**config.mk**
```make
export PLATFORM = sky130hd
export DESIGN_NAME = neq5_stream_monitor
export DESIGN_NICKNAME = d
export VERILOG_FILES = /design/src/rtl/neq5_stream_monitor_pkg.sv /design/src/rtl/neq5_stream_monitor_neq_core.sv /design/src/rtl/neq5_stream_monitor.sv
export SDC_FILE = /design/constraint.sdc
export NUM_CORES = 1
export LEC_CHECK = 0
export ABC_AREA = 1
export ABC_CLOCK_PERIOD_IN_PS = 4640
export BUFFER_PORTS_ARGS = -buffer_cell sky130_fd_sc_hd__buf_2
export CAP_MARGIN = 15
export CORE_AREA = 2 2 57 59
export CTS_CLUSTER_SIZE = 12
export DETAILED_ROUTE_END_ITERATION = 7
export DIE_AREA = 0 0 59 61
export GPL_TIMING_DRIVEN = 0
export PLACE_DENSITY = 0.82
export SYNTH_ARGS = -nofsm -noshare
export SYNTH_HDL_FRONTEND = slang
export SYNTH_HIERARCHICAL = 1
export SYNTH_SLANG_ARGS = --single-unit
export TNS_END_PERCENT = 1
```
**constraint.sdc**
```tcl
create_clock -name clk -period 4.64 [get_ports clk]
set_clock_uncertainty 0.2 [all_clocks]
set_input_delay 0.928 -clock clk [delete_from_list [all_inputs] [get_ports clk]]
set_output_delay 0.928 -clock clk [all_outputs]
set_load 0.005 [all_outputs]
```
**src/rtl/neq5_stream_monitor_pkg.sv**
```systemverilog
// Shared types and defaults for the inequality stream monitor.
package neq5_stream_monitor_pkg;
  typedef enum logic {EMPTY = 1'b0, FULL = 1'b1} state_t;
  localparam int DEF_WIDTH = 5;
  localparam int DEF_CNT_W = 8;
endpackage

```
**src/rtl/neq5_stream_monitor_neq_core.sv**
```systemverilog
// Combinational WIDTH-bit inequality: per-bit XOR, then OR-reduce.
module neq_core #(
  parameter int WIDTH = 5
) (
  input  logic [WIDTH-1:0] a,
  input  logic [WIDTH-1:0] b,
  output logic             neq
);
  logic [WIDTH-1:0] w_diff;

  for (genvar i = 0; i < WIDTH; i++) begin : g_bit
    assign w_diff[i] = a[i] ^ b[i];
  end

  assign neq = |w_diff;
endmodule

```
**src/rtl/neq5_stream_monitor.sv**
```systemverilog
// One-entry handshaked inequality stage with saturating mismatch/run counters
// and a sticky alarm raised when the mismatch run reaches RUN_LIMIT.
module neq5_stream_monitor
  import neq5_stream_monitor_pkg::*;
#(
  parameter int WIDTH     = DEF_WIDTH,
  parameter int CNT_W     = DEF_CNT_W,
  parameter int RUN_LIMIT = 3
) (
  input  logic             clk,
  input  logic             rst_n,
  input  logic             in_valid,
  output logic             in_ready,
  input  logic [WIDTH-1:0] a,
  input  logic [WIDTH-1:0] b,
  output logic             out_valid,
  input  logic             out_ready,
  output logic             out_neq,
  output logic [WIDTH-1:0] out_a,
  output logic [WIDTH-1:0] out_b,
  input  logic             clr,
  output logic [CNT_W-1:0] mismatch_cnt,
  output logic [CNT_W-1:0] run_len,
  output logic             alarm
);
  state_t           r_state, w_state_nxt;
  logic             r_neq;
  logic [WIDTH-1:0] r_a, r_b;
  logic [CNT_W-1:0] r_cnt, r_run;
  logic             r_alarm;

  logic             w_neq, w_acc, w_fire;
  logic [CNT_W-1:0] w_cnt_nxt, w_run_nxt;

  neq_core #(.WIDTH(WIDTH)) u_neq (.a(a), .b(b), .neq(w_neq));

  assign out_valid = (r_state == FULL);
  assign in_ready  = !out_valid || out_ready;
  assign w_acc     = in_valid && in_ready;
  assign w_fire    = out_valid && out_ready;

  always_comb begin
    w_state_nxt = r_state;
    case (r_state)
      EMPTY:   if (w_acc) w_state_nxt = FULL;
      FULL:    if (w_fire && !w_acc) w_state_nxt = EMPTY;
      default: w_state_nxt = EMPTY;
    endcase
  end

  always_ff @(posedge clk or negedge rst_n) begin
    if (!rst_n) r_state <= EMPTY;
    else        r_state <= w_state_nxt;
  end

  always_ff @(posedge clk or negedge rst_n) begin
    if (!rst_n) begin
      r_a   <= '0;
      r_b   <= '0;
      r_neq <= 1'b0;
    end else if (w_acc) begin
      r_a   <= a;
      r_b   <= b;
      r_neq <= w_neq;
    end
  end

  // Both counters stick at all-ones instead of wrapping.
  assign w_cnt_nxt = (w_neq && !(&r_cnt)) ? r_cnt + CNT_W'(1) : r_cnt;
  assign w_run_nxt = !w_neq ? '0 : ((&r_run) ? r_run : r_run + CNT_W'(1));

  always_ff @(posedge clk or negedge rst_n) begin
    if (!rst_n) begin
      r_cnt   <= '0;
      r_run   <= '0;
      r_alarm <= 1'b0;
    end else if (clr) begin
      r_cnt   <= '0;
      r_run   <= '0;
      r_alarm <= 1'b0;
    end else if (w_acc) begin
      r_cnt <= w_cnt_nxt;
      r_run <= w_run_nxt;
      if (w_run_nxt == CNT_W'(RUN_LIMIT)) r_alarm <= 1'b1;
    end
  end

  assign out_neq      = r_neq;
  assign out_a        = r_a;
  assign out_b        = r_b;
  assign mismatch_cnt = r_cnt;
  assign run_len      = r_run;
  assign alarm        = r_alarm;
endmodule

```
==> qor.csv, run 1 <==
metric,value,unit
min_path_type,flip-flop to flip-flop,
grt_pass1_wl,6.08,mm
slowest_delay,0.14,ns
dp_cells,295,
port_buffers,44,
numClockSinks,29,
path_max_fanout,3,
cts_setup_buffers,0,
area_delta_synth_final,21.9,%
wirelength,3.54,mm
yosysWarningCount,6,
seq_area,726,um^2
finalSetupViolCount,0,
fill_cells,299,
clkTransAtPathRegs,0.09,ns
drv_slew,0,
synth_area,1580,um^2
crit_top_cell,buf_2,
cts_max_level,2,
ant_nets,0,
nets,286,
min_period_over_period,51.8,%
cts_tree,yes,
hp-start,out_a[2],
clk_latency,0.33,ns
hold_viol_final,0,
p_leak,1.08,nW
syn_inst,218,
synth.yosys.seq_area_share,45.9,%
dp_hpwl,2.69,mm
viasPerCell,5.04,
ys_ff_latch,29,
row_count,20,
rsz0062_at_grt,no,
postLayoutCoreUtil,65.3,%
cp-end-kind,output pin,
cp_num_buf_inv,3,
tightestPinTransition,0.628,ns
die_area,3600,um^2
wl_per_cell,11.7,um
post_cts_resized,0,
worstSetupStartpointType,input port,
max_slew_margin,58.1,%
globalRoute.totalOverflow,0,
ys_types,24,
power,0.000579,W
critPathLaunch,out_ready,
synth_fp_nets,235,
crit_family,buffers and inverters,
drt_iter0_drc,110,
multi_input_area,739,um^2
fin_cells,303,
critPathRequiredTime,3.51,ns
ir_drop,0.182,mV
synth.top_cell.area_share,45.9,%
core,2950,um^2
gp_congestion,0.948,
num_vias,1526,
grt_max_degree,30,
dr.pass1.iters,4,
crit_type,input port to output pin,
n_antenna_cell,0,
maxCapViolCount,0,
holdBufCountCts,0,
clock_path_buffers,2,
ioPinCount,45,
grt.total_usage,23.0,%
antenna_found_initial,0,
die_x,59,um
initial_core_util,53.6,%
die_y,61,um
post_dp_cell_area,1840,um^2
drive_gt1_share,23.3,%
reg2reg_from,run_len[0],
crit_chain,"buf_2, inv_1, nand2_1, buf_2",
period_needed,2.40,ns
cts_root_buffer,clkbuf_4,
avgSynthCellArea,7.25,um^2
final_area,1930,um^2
max_freq,416,MHz
crit_slowest_cell,buf_2,
yosysTopAreaCell,dfrtp_1,
cts_buffers,5,
status,finished clean,
setup_tns,0,ns
cp.arrival,1.28,ns
yosys-top-cells-area,"dfrtp_1 46%, nand2_1 18%, inv_1 6.4%, nor2_1 5.2%, nand3_1 5.1%",
drt_drc_violations_left,0,
cellPowerDensity,300,nW/um^2
grt_pass1_vias,1416,
==> worst reg2reg max path, cell delays in order, from the launching register on <==
cell and delay (ns):
dfrtp_1 0.45, ha_1 0.30, nand2_2 0.14, nor2_2 0.05
nand2_1 0.15, nand2_1 0.09, a21oi_2 0.14, nand2_1 0.07
nor2_1 0.08, nand2_1 0.07, a21oi_2 0.10
==> registers in the layout, summed over array words and instances, names as in the netlist <==
register,flops
run_len,8
mismatch_cnt,8
out_b,5
out_a,5
out_neq,1
out_valid,1
alarm,1
==> final timing paths <==
path	endpoint	slack (ns)	depth (start not counted)
setup / recovery	in_ready	2.24	4
max in group asynchronous	run_len[4]	3.42	1
setup reg to reg	alarm	2.74	10
hold / removal	out_a[2]	0.28	2
min in group asynchronous	mismatch_cnt[7]	0.40	1
hold reg to reg	out_a[2]	0.28	2
==> per-layer routing <==
layer  global-route usage (%)  routed length (um)
met2                     37.8                1740
met1                     29.0                1590
met3                     6.18                 148
met4                     9.42                  61
met5                        0                   0
==> cells by family (layout without fill, tap and decap cells) <==
logic type               Yosys count  in the layout  share of synthesized area, %
adder cells (fa/ha/maj)            2              2                          1.58
AND/OR/NAND/NOR                  126            126                          33.3
flip-flops                        29             29                          45.9
buffers and inverters             31             83                          7.36
AO/OA/AOI/OAI                     28             28                          10.8
XOR/XNOR                           2              2                          1.11
==> synthesized netlist by cell type, drive strengths merged <==
library cell and number:
a21oi 10, dfrtp 29, xor2 1, o31ai 1, nor3 2, o21bai 2
inv 28, nand2 78, buf 1, nor2 26, clkbuf 1, clkinv 1
o21ai 12, xnor2 1, ha 2, nand3 17, o22ai 3, nand4 3
==> layout make-up <==
cell class,count,area share (%)
clock buffers,7,2.86
repair buffers,44,11.4
plain buffers,2,0.389
well taps,33,2.14
multi-input cells,158,38.4
flip-flops and latches,29,37.6
clock inverters,1,1.56
inverters,29,5.65
==> through the flow <==
step	hold WS, ns	worst slack, ns
2_1_floorplan	0.272	2.35
3_3_place_gp	0.259	2.00
3_5_place_dp	0.264	1.95
4_1_cts	0.289	2.24
5_1_grt	0.321	2.08
6_report	0.281	2.24
==> power by group <==
group	internal (W)	switching (W)	total (W)
registers	0.000270	0.0000122	0.000282
clock network	0.000129	0.0000855	0.000214
logic	0.0000339	0.0000487	0.0000826
==> placed cells by master, fill, tap and decap left out <==
| cell | synthesis | final |
|---|---|---|
| a21oi_1 | 8 | 8 |
| a21oi_2 | 2 | 2 |
| buf_1 | 1 | 1 |
| buf_2 | 0 | 44 |
| bufinv_16 | 0 | 1 |
| clkbuf_1 | 1 | 2 |
| clkbuf_4 | 0 | 5 |
| clkbuf_8 | 0 | 1 |
| clkinv_1 | 1 | 1 |
| dfrtp_1 | 29 | 29 |
| ha_1 | 2 | 2 |
| inv_1 | 27 | 27 |
| inv_2 | 1 | 1 |
| nand2_1 | 75 | 75 |
| nand2_2 | 3 | 3 |
| nand3_1 | 16 | 16 |
| nand3_2 | 1 | 1 |
| nand4_1 | 3 | 3 |
| nor2_1 | 22 | 22 |
| nor2_2 | 4 | 4 |
| nor3_1 | 2 | 2 |
| o21ai_0 | 11 | 11 |
| o21ai_4 | 1 | 1 |
| o21bai_1 | 2 | 2 |
| o22ai_1 | 3 | 3 |
| o31ai_1 | 1 | 1 |
| xnor2_1 | 1 | 1 |
| xor2_1 | 1 | 1 |
Power figures use the tool's default switching activity.
==> run 2, diff against run 1 <==
--- a/config.mk
+++ b/config.mk
@@ -6,15 +6,15 @@
 export NUM_CORES = 1
 export LEC_CHECK = 0
 export ABC_AREA = 1
-export ABC_CLOCK_PERIOD_IN_PS = 4640
+export ABC_CLOCK_PERIOD_IN_PS = 2100
 export BUFFER_PORTS_ARGS = -buffer_cell sky130_fd_sc_hd__buf_2
 export CAP_MARGIN = 15
-export CORE_AREA = 2 2 57 59
+export CORE_AREA = 2 2 62 64
 export CTS_CLUSTER_SIZE = 12
 export DETAILED_ROUTE_END_ITERATION = 7
-export DIE_AREA = 0 0 59 61
+export DIE_AREA = 0 0 64 66
 export GPL_TIMING_DRIVEN = 0
-export PLACE_DENSITY = 0.82
+export PLACE_DENSITY = 0.74
 export SYNTH_ARGS = -nofsm -noshare
 export SYNTH_HDL_FRONTEND = slang
 export SYNTH_HIERARCHICAL = 1
==> constraint.sdc (replaced) <==
create_clock -name clk -period 2.1 [get_ports clk]
set_clock_uncertainty 0.2 [all_clocks]
set_input_delay 0.42 -clock clk [delete_from_list [all_inputs] [get_ports clk]]
set_output_delay 0.42 -clock clk [all_outputs]
set_load 0.005 [all_outputs]
==> qor.csv, run 2 (synthesized netlist as in run 1, its figures left out) <==
metric,value,unit,change
tightestPinTransition,0.650,ns,+0.0215 ns
antenna_found_initial,0,,unchanged
drt_drc_violations_left,0,,unchanged
ant_nets,0,,unchanged
dp_hpwl,2.68,mm,-0.50%
swShare,25.3,%,about the same
n_antenna_cell,0,,unchanged
clock_path_buffers,2,,unchanged
cts_root_buffer,clkbuf_4,,
dpl_worst_slack,-0.0354,ns,-1.99 ns
status,finished clean,,
min_path_cells,3,,+1
rsz0062_at_grt,no,,
min_to,out_valid,,
ir_drop,0.394,mV,+120%
power_frac_seq,48.5,%,-0.2 points
cp.arrival,1.93,ns,+0.65 ns
viasPerCell,4.94,,-2.0%
path_max_fanout,7,,+4
grt.total_usage,18.4,%,-4.6 points
r2r_setup_slack,0.23,ns,-2.51 ns
cts_buffers,5,,unchanged
clk_latency,0.32,ns,about the same
nets,287,,+0.35%
wirelength,3.54,mm,about the same
port_buffers,44,,unchanged
maxCapViolCount,0,,unchanged
gp_congestion,0.960,,+1.2%
period_needed,1.87,ns,
core,3550,um^2,+20%
dr.pass1.iters,4,,unchanged
cts_setup_buffers,0,,unchanged
p_int,0.000957,W,+120%
ioPinCount,45,,unchanged
min_period_over_period,89.1,%,
max_freq,534,MHz,
drive_gt1_share,23.2,%,-0.086 points
initial_core_util,44.5,%,-9.0 points
wl_per_cell,11.1,um,-5.0%
reg2regPathDepth,10,,unchanged
p_switching,0.000324,W,+120%
layout_commonest_cell,nand2_1,,
cts_tree,yes,,
critPathLaunch,run_len[0],,
postLayoutCoreUtil,55.1,%,-10 points
mostFrequentLayoutCells,"75 x nand2_1, 44 x buf_2, 29 x dfrtp_1",,
drt_iter0_drc,88,,-20%
reg2reg_from,run_len[0],,
holdBufCountCts,1,,+1
r2r-end,alarm,,
worstSetupStartpointType,flip-flop,,
die_y,66,um,+8.2%
cp-end-kind,flip-flop,,
clkTransAtPathRegs,0.09,ns,about the same
grt_pass1_vias,1400,,-1.1%
die_area,4220,um^2,+17%
die_x,64,um,+8.5%
critPathRequiredTime,2.16,ns,-1.35 ns
cellPowerDensity,654,nW/um^2,+120%
crit_type,flip-flop to flip-flop,,
finalSetupViolCount,0,,unchanged
area_delta_synth_final,23.7,%,
numClockSinks,29,,unchanged
fin_ws,0.229,ns,-2.01 ns
max_slew_margin,56.7,%,-1.4 points
p_leak,1.08,nW,+0.39%
globalRoute.totalOverflow,0,,unchanged
cts_max_level,2,,unchanged
row_count,22,,+10%
clockPowerShare,37.1,%,about the same
hold_viol_final,0,,unchanged
post_cts_resized,0,,unchanged
min_path_type,input port to flip-flop,,
hp-start,in_valid,,
pwr-share-comb,14.4,%,about the same
grt_max_degree,30,,unchanged
grt_pass1_wl,6.10,mm,+0.35%
num_vias,1575,,+3.2%
drv_slew,0,,unchanged
run 2: cell types whose count changed in the layout (fill, tap and decap cells not counted), sizes merged:
cell         previous run  this run
dlygate4sd3             0         1
run 2: worst max-delay path by stage:
stage                      end  slack, ns  cells past startpoint
5_1_grt                  alarm       0.11                     10
3_3_place_gp   mismatch_cnt[5]      -0.02                     13
2_1_floorplan  mismatch_cnt[5]       0.32                     12
3_5_place_dp   mismatch_cnt[5]      -0.04                     13
4_1_cts                  alarm       0.23                     10
6_report                 alarm       0.23                     10
run 2: layer usage:
| metal | GRT usage, % | vias to the layer above | wire (um) |
|---|---|---|---|
| met2 | 30.2 | 51 | 1650 |
| met3 | 5.28 | 6 | 231 |
| li1 | - | 798 | - |
| met1 | 23.2 | 720 | 1600 |
| met4 | 6.52 | 0 | 51 |
| met5 | 0 | - | 0 |
run 2: power groups by stage:
stage | registers, W | logic (W) | clock network [W]
global placement | 0.000632 | 0.000182 | 0
global route | 0.000627 | 0.000213 | 0.000519
detailed placement | 0.000631 | 0.000186 | 0
floorplan | 0.000635 | 0.0000913 | 0
finish | 0.000621 | 0.000185 | 0.000475
CTS | 0.000621 | 0.000187 | 0.000488
run 2: cell type report:
| class | count | area (um^2) |
|---|---|---|
| flip-flops and latches | 29 | 726 |
| plain buffers | 2 | 7.51 |
| clock inverters | 1 | 30.0 |
| multi-input cells | 158 | 739 |
| repair buffers | 45 | 230 |
| clock buffers | 7 | 55.1 |
| inverters | 29 | 109 |
| fillers | 353 | 1590 |
| well taps | 48 | 60.1 |
run 2: critical path: stages, from the launching register on:
cell     delay, ns
dfrtp_1       0.45
ha_1          0.29
nand2_2       0.14
nor2_2        0.05
nand2_1       0.13
nand2_1       0.08
a21oi_2       0.14
nand2_1       0.07
nor2_1        0.08
nand2_1       0.07
a21oi_2       0.11
run 2: stage by stage:
step | hold WS [ns] | std cells | cell area (um^2) | TNS (ns) | total power [W]
2_1_floorplan | -0.0756 | 218 | 1580 | 0 | 0.000726
3_3_place_gp | 0.258 | 310 | 1860 | -0.0261 | 0.000814
3_5_place_dp | 0.261 | 310 | 1860 | -0.0389 | 0.000817
4_1_cts | 0.105 | 319 | 1960 | 0 | 0.00130
5_1_grt | 0.0997 | 319 | 1960 | 0 | 0.00136
6_report | 0.118 | 319 | 1960 | 0 | 0.00128
